===== config.mk =====
export PLATFORM = sky130hd
export DESIGN_NAME = record_serializer
export DESIGN_NICKNAME = d
export VERILOG_FILES = /design/src/rtl/record_pkg.sv /design/src/rtl/record_fifo.sv /design/src/rtl/record_serializer.sv
export SDC_FILE = /design/constraint.sdc
export NUM_CORES = 1
export LEC_CHECK = 0
export CORE_ASPECT_RATIO = 0.8
export CORE_MARGIN = 4
export CORE_UTILIZATION = 48
export CTS_CLUSTER_DIAMETER = 50
export DETAILED_ROUTE_END_ITERATION = 10
export PLACE_DENSITY_LB_ADDON = 0.1
export SYNTH_ARGS = -nofsm -noshare
export SYNTH_HDL_FRONTEND = slang
export SYNTH_SLANG_ARGS = --single-unit

===== constraint.sdc =====
create_clock -name clk -period 15.7 [get_ports clk]
set_input_delay 3.14 -clock clk [delete_from_list [all_inputs] [get_ports clk]]
set_output_delay 3.14 -clock clk [all_outputs]
set_load 0.01 [all_outputs]

===== src/rtl/record_pkg.sv =====
// Shared definitions for the parsed-record path: record/word geometry and serializer FSM states.
package record_pkg;

    localparam int REC_W  = 296;
    localparam int WORD_W = 32;
    localparam int NWORDS = (REC_W + WORD_W - 1) / WORD_W;
    localparam int CNT_W  = 16;

    typedef enum logic [0:0] {
        IDLE = 1'b0,
        SEND = 1'b1
    } state_t;

endpackage


===== src/rtl/record_fifo.sv =====
// Small circular record buffer; only the pointers and occupancy are reset, the storage is not.
module record_fifo #(
    parameter int DEPTH = 2,
    parameter int WIDTH = record_pkg::REC_W
) (
    input  logic                       clk,
    input  logic                       reset,
    input  logic                       push,
    input  logic                       pop,
    input  logic [0:WIDTH-1]           din,
    output logic [0:WIDTH-1]           head,
    output logic [$clog2(DEPTH+1)-1:0] count,
    output logic                       full,
    output logic                       empty
);

    localparam int PTR_W = (DEPTH > 1) ? $clog2(DEPTH) : 1;
    localparam int CNT_B = $clog2(DEPTH + 1);

    logic [0:WIDTH-1] mem [DEPTH];
    logic [PTR_W-1:0] wrPtr;
    logic [PTR_W-1:0] rdPtr;
    logic             doPush;
    logic             doPop;

    assign doPush = push && !full;
    assign doPop  = pop && !empty;

    always_ff @(posedge clk) begin
        if (doPush) begin
            mem[wrPtr] <= din;
        end
    end

    // DEPTH is a power of two, so the pointers wrap by natural overflow.
    always_ff @(posedge clk or posedge reset) begin
        if (reset) begin
            wrPtr <= '0;
            rdPtr <= '0;
            count <= '0;
        end else begin
            if (doPush) begin
                wrPtr <= wrPtr + PTR_W'(1);
            end
            if (doPop) begin
                rdPtr <= rdPtr + PTR_W'(1);
            end
            case ({doPush, doPop})
                2'b10:   count <= count + CNT_B'(1);
                2'b01:   count <= count - CNT_B'(1);
                default: count <= count;
            endcase
        end
    end

    assign full  = (count == CNT_B'(DEPTH));
    assign empty = (count == '0);
    assign head  = mem[rdPtr];

endmodule


===== src/rtl/record_serializer.sv =====
// Buffers parsed records and emits each one as a stream of egress words with a last flag,
// plus saturating status counters for emitted records and parser packet losses.
module record_serializer #(
    parameter int REC_W  = record_pkg::REC_W,
    parameter int WORD_W = record_pkg::WORD_W,
    parameter int DEPTH  = 2,
    parameter int CNT_W  = record_pkg::CNT_W
) (
    input  logic              clk,
    input  logic              reset,
    input  logic [0:REC_W-1]  rec_in,
    input  logic              rec_in_val,
    output logic              rec_in_ready,
    input  logic              pkt_lost_in,
    output logic [WORD_W-1:0] word_out,
    output logic              word_out_val,
    input  logic              word_out_ready,
    output logic              word_out_last,
    output logic [CNT_W-1:0]  rec_count,
    output logic [CNT_W-1:0]  lost_count
);

    localparam int NWORDS = (REC_W + WORD_W - 1) / WORD_W;
    localparam int PAD_W  = NWORDS * WORD_W;
    localparam int IDX_W  = (NWORDS > 1) ? $clog2(NWORDS) : 1;
    localparam int FCNT_W = $clog2(DEPTH + 1);

    record_pkg::state_t state;
    logic [IDX_W-1:0]   wordIdx;
    logic [0:REC_W-1]   head;
    logic [FCNT_W-1:0]  fifoCount;
    logic               fifoFull;
    logic               fifoEmpty;
    logic               pushReq;
    logic               outHs;
    logic               lastHs;
    logic [0:PAD_W-1]   padded;
    logic [WORD_W-1:0]  slice;
    logic [CNT_W-1:0]   recCnt;
    logic [CNT_W-1:0]   lostCnt;

    function automatic logic [CNT_W-1:0] satInc(input logic [CNT_W-1:0] v);
        return (v == '1) ? v : v + CNT_W'(1);
    endfunction

    // Ready comes from registered occupancy only, so a pop frees the slot one cycle later.
    assign rec_in_ready = !fifoFull;
    assign pushReq      = rec_in_val && rec_in_ready;
    assign outHs        = word_out_val && word_out_ready;
    assign lastHs       = outHs && word_out_last;

    record_fifo #(
        .DEPTH (DEPTH),
        .WIDTH (REC_W)
    ) uFifo (
        .clk   (clk),
        .reset (reset),
        .push  (pushReq),
        .pop   (lastHs),
        .din   (rec_in),
        .head  (head),
        .count (fifoCount),
        .full  (fifoFull),
        .empty (fifoEmpty)
    );

    // Record bit 0 lands in the MSB of word 0; the tail of the final word is zero-filled.
    always_comb begin
        padded            = '0;
        padded[0:REC_W-1] = head;
        slice             = '0;
        for (int k = 0; k < NWORDS; k++) begin
            if (wordIdx == IDX_W'(k)) begin
                slice = padded[k*WORD_W +: WORD_W];
            end
        end
    end

    assign word_out_val  = (state == record_pkg::SEND);
    assign word_out_last = word_out_val && (wordIdx == IDX_W'(NWORDS - 1));
    assign word_out      = word_out_val ? slice : '0;

    always_ff @(posedge clk or posedge reset) begin
        if (reset) begin
            state   <= record_pkg::IDLE;
            wordIdx <= '0;
        end else begin
            case (state)
                record_pkg::IDLE: begin
                    if (!fifoEmpty) begin
                        state   <= record_pkg::SEND;
                        wordIdx <= '0;
                    end
                end
                record_pkg::SEND: begin
                    if (lastHs) begin
                        wordIdx <= '0;
                        // Keep streaming if another record remains after this pop.
                        if ((fifoCount == FCNT_W'(1)) && !pushReq) begin
                            state <= record_pkg::IDLE;
                        end
                    end else if (outHs) begin
                        wordIdx <= wordIdx + IDX_W'(1);
                    end
                end
                default: begin
                    state   <= record_pkg::IDLE;
                    wordIdx <= '0;
                end
            endcase
        end
    end

    always_ff @(posedge clk or posedge reset) begin
        if (reset) begin
            recCnt  <= '0;
            lostCnt <= '0;
        end else begin
            if (lastHs) begin
                recCnt <= satInc(recCnt);
            end
            if (pkt_lost_in) begin
                lostCnt <= satInc(lostCnt);
            end
        end
    end

    assign rec_count  = recCnt;
    assign lost_count = lostCnt;

endmodule


==> flow_metrics.py, run 1 <==
metrics = {
    "power": {
        "p_int_mw": 3.84,
        "power_density_nw_per_um2": 179,
        "report.power.total_mw": 5.66,
        "ir_drop_uv": 159,
        "p_switching_mw": 1.83,
        "swShare": 0.322,
        "combPwrFrac": 0.329,
        "power_frac_seq": 0.429,
        "p_clk_frac": 0.242,
        "p_leak_nw": 10.9,
    },
    "synthesis": {
        "syn-cell-area_sq_um": 25400,
        "synth-main-ff-cell": "edfxtp_1",
        "synth_warnings": 0,
        "ys_ff_latch": 633,
        "synthCells": 1499,
        "synthArstFlopShare": 0.0648,
        "synth.distinct_cells": 53,
        "synth_fp_nets": 1810,
        "yosysSeqAreaShare": 0.741,
        "synth_edf_count": 592,
        "syn_avg_cell_area_sq_um": 16.9,
    },
    "finish": {
        "drive_gt1_frac": 0.0837,
        "layout_commonest_cell": "edfxtp_1",
        "syn_to_final_growth_pct": 24.5,
        "final_cell_mix": "edfxtp_1 (592), clkdlybuf4s50_1 (367), mux2i_1 (259)",
        "nets": 2171,
    },
    "critical_path": {
        "max_stage_delay_ns": 1.00,
        "worstPathMaxFanout": 128,
        "reg2reg_to": "uFifo.mem[1][187]",
        "r2r_cells": 6,
        "cp_num_buf_inv": 3,
        "crit_family": "buffers and inverters",
        "reg2reg_from": "uFifo.count[0]",
        "required_ns": 12.56,
        "cp_common_cell": "buf_12",
        "startpoint_type": "flop",
        "crit_type": "flop to output pin",
        "worstPathCellList": "buf_12, buf_12, mux2i_1, a221oi_1, o21ai_0, a21oi_1, clkdlybuf4s50_1",
        "crit_slowest_cell": "dfrtp_4",
        "rrSetupSlack_ns": 12.41,
        "end_kind": "output pin",
        "arrival_ns": 4.86,
    },
    "global_route": {
        "grt_pass1_vias": 15100,
        "overflow": 0,
        "grt_antenna_before_repair": 18,
        "grt_pass1_wl_mm": 95.1,
        "grt.total_usage": 0.225,
        "grt_start_max_net_pins": 170,
    },
    "die": {
        "die_area_sq_um": 56700,
        "die_x_microns": 265,
        "num_rows": 75,
        "start_util": 0.485,
        "io_pins": 368,
        "core_sq_um": 52400,
        "die_y_microns": 214,
    },
    "run_status": {
        "status": "finished, final reports clean",
    },
    "clocking": {
        "cts_tree": "built",
        "cts_hold_buffers": 0,
        "post_cts_resized": 0,
        "htree_levels": 2,
        "cts_root_buf": "clkbuf_16",
        "clkSinkCount": 633,
        "clk_pin_slew_ns": 0.06,
        "cts_buffers": 61,
        "post-cts-setup-buffer-count": 0,
        "cts_buffer_depth": 3,
        "clk_latency_ns": 0.63,
    },
    "timing": {
        "tns_ns": 0,
        "clock.fmax_mhz": 125,
        "final_max_slew_viol_count": 0,
        "tightestPinTransition_ns": 1.17,
        "period_needed_ns": 8.00,
        "setup_slack_ns": 7.70,
        "relSlewSlack": 0.216,
        "finalHoldViolations": 0,
        "setup_viol_count_final": 0,
        "rsz0062_at_grt": "false",
        "fin_crit_sh": 0.510,
        "final.setup_skew_ns": 0.0286,
    },
    "detailed_routing": {
        "wl_per_cell_microns": 25.1,
        "antenna_left": 0,
        "drt_first_pass_iters": 5,
        "vias_per_cell": 5.75,
        "drtIter0Drc": 1319,
        "route.detailed.drc": 0,
        "num_vias": 15000,
        "drt_wl_total_mm": 65.6,
    },
    "hold_path": {
        "min_path_cells": 1,
        "hp-class": "flop to flop",
        "hp-start": "lost_count[7]",
        "min_to": "lost_count[7]",
    },
    "job": {
        "maxCapViolations": 0,
    },
    "place": {
        "dp_hpwl_mm": 39.9,
        "portBuffers": 367,
        "place_ws_ns": 8.37,
        "place.gp.congestion": 0.781,
    },
}
worst max path at each step:
stage | start | end | slack (ns) | cells after the start
final | uFifo.rdPtr | word_out[11] | 7.70 | 7
after global routing | uFifo.rdPtr | word_out[11] | 7.48 | 7
after detailed placement | uFifo.rdPtr | word_out[11] | 8.37 | 7
after CTS | uFifo.rdPtr | word_out[11] | 7.70 | 7
after global placement | uFifo.rdPtr | word_out[11] | 8.36 | 7
after floorplan | rec_in_val | uFifo.mem[0][0] | 4.25 | 2
flip-flops by register name, indices dropped and copies added, names as in the netlist:
register      count
lost_count       16
uFifo.mem       592
word_out_val      1
uFifo.rdPtr       1
uFifo.wrPtr       1
wordIdx           4
rec_count        16
uFifo.count       2
worst register-to-register path, cell delays in order, from the launching register on:
cell and delay [ns]:
dfrtp_1 0.39, inv_1 0.08, ha_1 0.20, inv_1 0.09, and3_4 0.36, buf_4 0.77, buf_4 0.94
power by group through the flow:
| stage | registers (mW) | logic [mW] | clock network [mW] |
|---|---|---|---|
| 3_5_place_dp | 2.47 | 1.87 | 0 |
| 6_report | 2.43 | 1.86 | 1.37 |
| 2_1_floorplan | 2.52 | 1.16 | 0 |
| 4_1_cts | 2.43 | 1.88 | 1.40 |
| 3_3_place_gp | 2.45 | 1.86 | 0 |
| 5_1_grt | 2.46 | 2.00 | 1.48 |
synthesized netlist by cell type, types with 4 or more instances:
master,instances,area share
edfxtp_1,592,0.70
mux2i_1,259,0.10
o22ai_1,88,0.022
o21ai_0,47,0.0093
dfrtp_1,41,0.040
mux2_2,38,0.017
clkbuf_1,37,0.0055
buf_2,35,0.0069
a21oi_1,33,0.0065
a211oi_1,28,0.0083
a22oi_1,28,0.0083
nand2_1,27,0.0040
a221oi_1,25,0.0086
o211ai_1,24,0.0071
nor2_1,22,0.0033
xnor2_1,22,0.0076
nand3_1,16,0.0032
buf_4,12,0.0035
inv_1,12,0.0018
ha_1,10,0.0049
nor3_1,10,0.0020
xor2_1,10,0.0034
nor2b_1,7,0.0017
o21ai_1,7,0.0014
a31oi_1,6,0.0015
nand4_1,6,0.0015
and3_1,5,0.0012
nand3b_1,5,0.0015
a211o_1,4,0.0014
buf_1,4,0.00059
o31a_1,4,0.0014
cell families after synthesis:
kind of cell,after synthesis,synth area share
AOI/OAI and AO/OA,305,0.0794
and+or+nand+nor,119,0.0256
xor gates and xnor gates,32,0.0110
muxes,297,0.119
DFF,633,0.741
buffers and inverters,103,0.0194
adders and majority gates,10,0.00493
layout make-up:
| class | instances | area (sq um) |
|---|---|---|
| antenna | 10 | 25.0 |
| clock buffer | 84 | 1610 |
| clock inverter | 31 | 229 |
| fill | 3933 | 20800 |
| inverter | 12 | 45.0 |
| multi-input combinational | 763 | 6140 |
| sequential | 633 | 18800 |
| tap | 693 | 867 |
| timing repair buffer | 389 | 3880 |
metrics by stage:
step                      utilization  instances  instance area, sq um  hold slack, ns
after CTS                       0.603       2605                 31600           0.499
after global routing            0.603       2614                 31600           0.517
after floorplan                     -       1499                 25400           0.473
final                           0.603       2615                 31600           0.496
after detailed placement        0.568       2490                 29700           0.488
after global placement          0.568       2490                 29700           0.476
layer usage:
layer | vias up | GRT usage | wire length [microns]
li1 | 6775 | - | -
met1 | 7605 | 0.316 | 28000
met2 | 513 | 0.353 | 30900
met3 | 121 | 0.0484 | 4800
met4 | 16 | 0.0779 | 1820
met5 | - | 0.0106 | 96
(Power assumes the default switching activity.)
==> inputs of run 2 (changes only) <==
clock period = 7.8 ns   (was 15.7 ns; I/O delays follow)
==> run 2 against run 1 <==
  * Critical path depth down 1
  * Combinational power up 100%
  * Worst setup slack worse by 5.7 ns
  * Core utilization down 0.065 points
  * Non-clock buffer count unchanged
  * Worst hold slack about the same
  * Clock skew down 0.016 ns
  * Global-route usage down 0.53 points
  * Cell count down 0.31%
  * Total power up 100%
  * Sequential share of layout area up 0.064 points
  * Highest routed layer unchanged
==> flow_metrics.py, run 2 (synthesis results as in run 1) <==
metrics = {
    "timing": {
        "clock.fmax_mhz": 173,
        "period_needed_ns": 5.79,
        "final.setup_skew_ns": 0.0123,
        "fin_crit_sh": 0.742,
        "setup_viol_count_final": 0,
        "final_max_slew_viol_count": 0,
        "tightestPinTransition_ns": 1.21,
        "finalHoldViolations": 0,
        "setup_slack_ns": 2.01,
        "tns_ns": 0,
        "timing.hold.ws_ns": 0.496,
        "relSlewSlack": 0.188,
        "rsz0062_at_grt": "false",
    },
    "die": {
        "io_pins": 368,
        "die_area_sq_um": 56700,
        "die_y_microns": 214,
        "core_sq_um": 52400,
        "num_rows": 75,
        "die_x_microns": 265,
        "start_util": 0.485,
    },
    "clocking": {
        "cts_root_buf": "clkbuf_16",
        "cts_hold_buffers": 0,
        "post_cts_resized": 0,
        "cts_buffer_depth": 3,
        "cts_buffers": 61,
        "clk_pin_slew_ns": 0.06,
        "clk_latency_ns": 0.60,
        "clkSinkCount": 633,
        "post-cts-setup-buffer-count": 0,
        "cts_tree": "built",
        "htree_levels": 2,
    },
    "place": {
        "place.gp.congestion": 0.816,
        "place_ws_ns": 2.68,
        "place_area_sq_um": 29700,
        "dp_hpwl_mm": 39.5,
        "portBuffers": 367,
        "dp_cells": 2490,
    },
    "hold_path": {
        "hp-start": "lost_count[7]",
        "min_path_cells": 1,
        "min_to": "lost_count[7]",
        "hp-class": "flop to flop",
    },
    "job": {
        "maxCapViolations": 0,
    },
    "critical_path": {
        "max_stage_delay_ns": 0.99,
        "reg2reg_to": "uFifo.mem[0][123]",
        "worstPathMaxFanout": 21,
        "crit_type": "flop to output pin",
        "crit_slowest_cell": "nand3b_1",
        "rrSetupSlack_ns": 5.02,
        "reg2reg_from": "uFifo.count[0]",
        "worstPathCellList": "nand3b_1, buf_4, o22ai_1, a211oi_1, a21oi_1, clkdlybuf4s50_1",
        "end_kind": "output pin",
        "arrival_ns": 4.23,
        "startpoint_type": "flop",
        "r2r_cells": 6,
        "crit_start": "wordIdx[2]",
        "required_ns": 6.24,
    },
    "global_route": {
        "grt.total_usage": 0.219,
        "grt_pass1_wl_mm": 93.5,
        "grt_start_max_net_pins": 144,
        "grt_pass1_vias": 15200,
        "overflow": 0,
        "grt_antenna_before_repair": 8,
    },
    "finish": {
        "layout_commonest_cell": "edfxtp_1",
        "nets": 2171,
        "final_cell_mix": "edfxtp_1 (592), clkdlybuf4s50_1 (367), mux2i_1 (259)",
        "drive_gt1_frac": 0.0824,
        "regMostFlops": "uFifo.mem",
        "syn_to_final_growth_pct": 24.3,
        "fin_area_sq_um": 31600,
        "largest_reg_flops": 592,
        "stdcell_count": 2607,
        "utilization": 0.603,
    },
    "power": {
        "ir_drop_uv": 292,
        "p_leak_nw": 10.8,
        "power_density_nw_per_um2": 360,
        "report.power.total_mw": 11.4,
    },
    "detailed_routing": {
        "antenna_left": 0,
        "vias_per_cell": 5.74,
        "route.detailed.drc": 0,
        "num_vias": 15000,
        "drt_first_pass_iters": 5,
        "wl_per_cell_microns": 24.7,
        "drtIter0Drc": 1243,
        "drt_wl_total_mm": 64.4,
    },
    "run_status": {
        "status": "finished, final reports clean",
    },
}
## run 2: cell count changes in the layout (fill, tap and decap cells not counted), moves of 2 or more
| cell | delta |
|---|---|
| inv_6 | -5 |
| clkinv_4 | +2 |
| clkbuf_1 | -7 |
| diode_2 | -2 |
| clkinv_1 | +4 |
## run 2: metal layers
metal / share of wire / wire (microns) / global-route usage
met1: 0.43 / 27600 / 0.307
met2: 0.48 / 30600 / 0.352
met3: 0.072 / 4640 / 0.0461
met4: 0.024 / 1520 / 0.0681
met5: 0.00028 / 18 / 0
## run 2: how the worst max path moves through the flow
stage                            endpoint  slack [ns]
after floorplan           uFifo.mem[0][0]        1.27
after global placement        word_out[1]        2.82
after detailed placement      word_out[1]        2.68
after CTS                     word_out[1]        2.00
after global routing          word_out[2]        1.87
final                         word_out[2]        2.01
## run 2: critical path, delay by kind of cell (launching register included)
kind	cells	cell delay [ns]
compound gates	3	0.67
buf+inv	2	1.20
flops	1	0.73
simple gates	1	0.99
## run 2: cell type report
class                   instances  area [sq um]
fillers                      3964         20800
flip-flops and latches        633         18800
multi-input cells             763          6140
repair buffers                389          3890
clock buffers                  78          1600
well taps                     693           867
clock inverters                31           200
inverters                      12          45.0
diodes                          8          20.0
## run 2: where the power goes
part	total [mW]	switching (mW)	internal, mW	leakage [nW]
Sequential	4.89	0.281	4.61	6.03
Combinational	3.76	2.16	1.60	3.92
Clock	2.71	1.21	1.50	0.880
Total	11.4	3.65	7.71	10.8
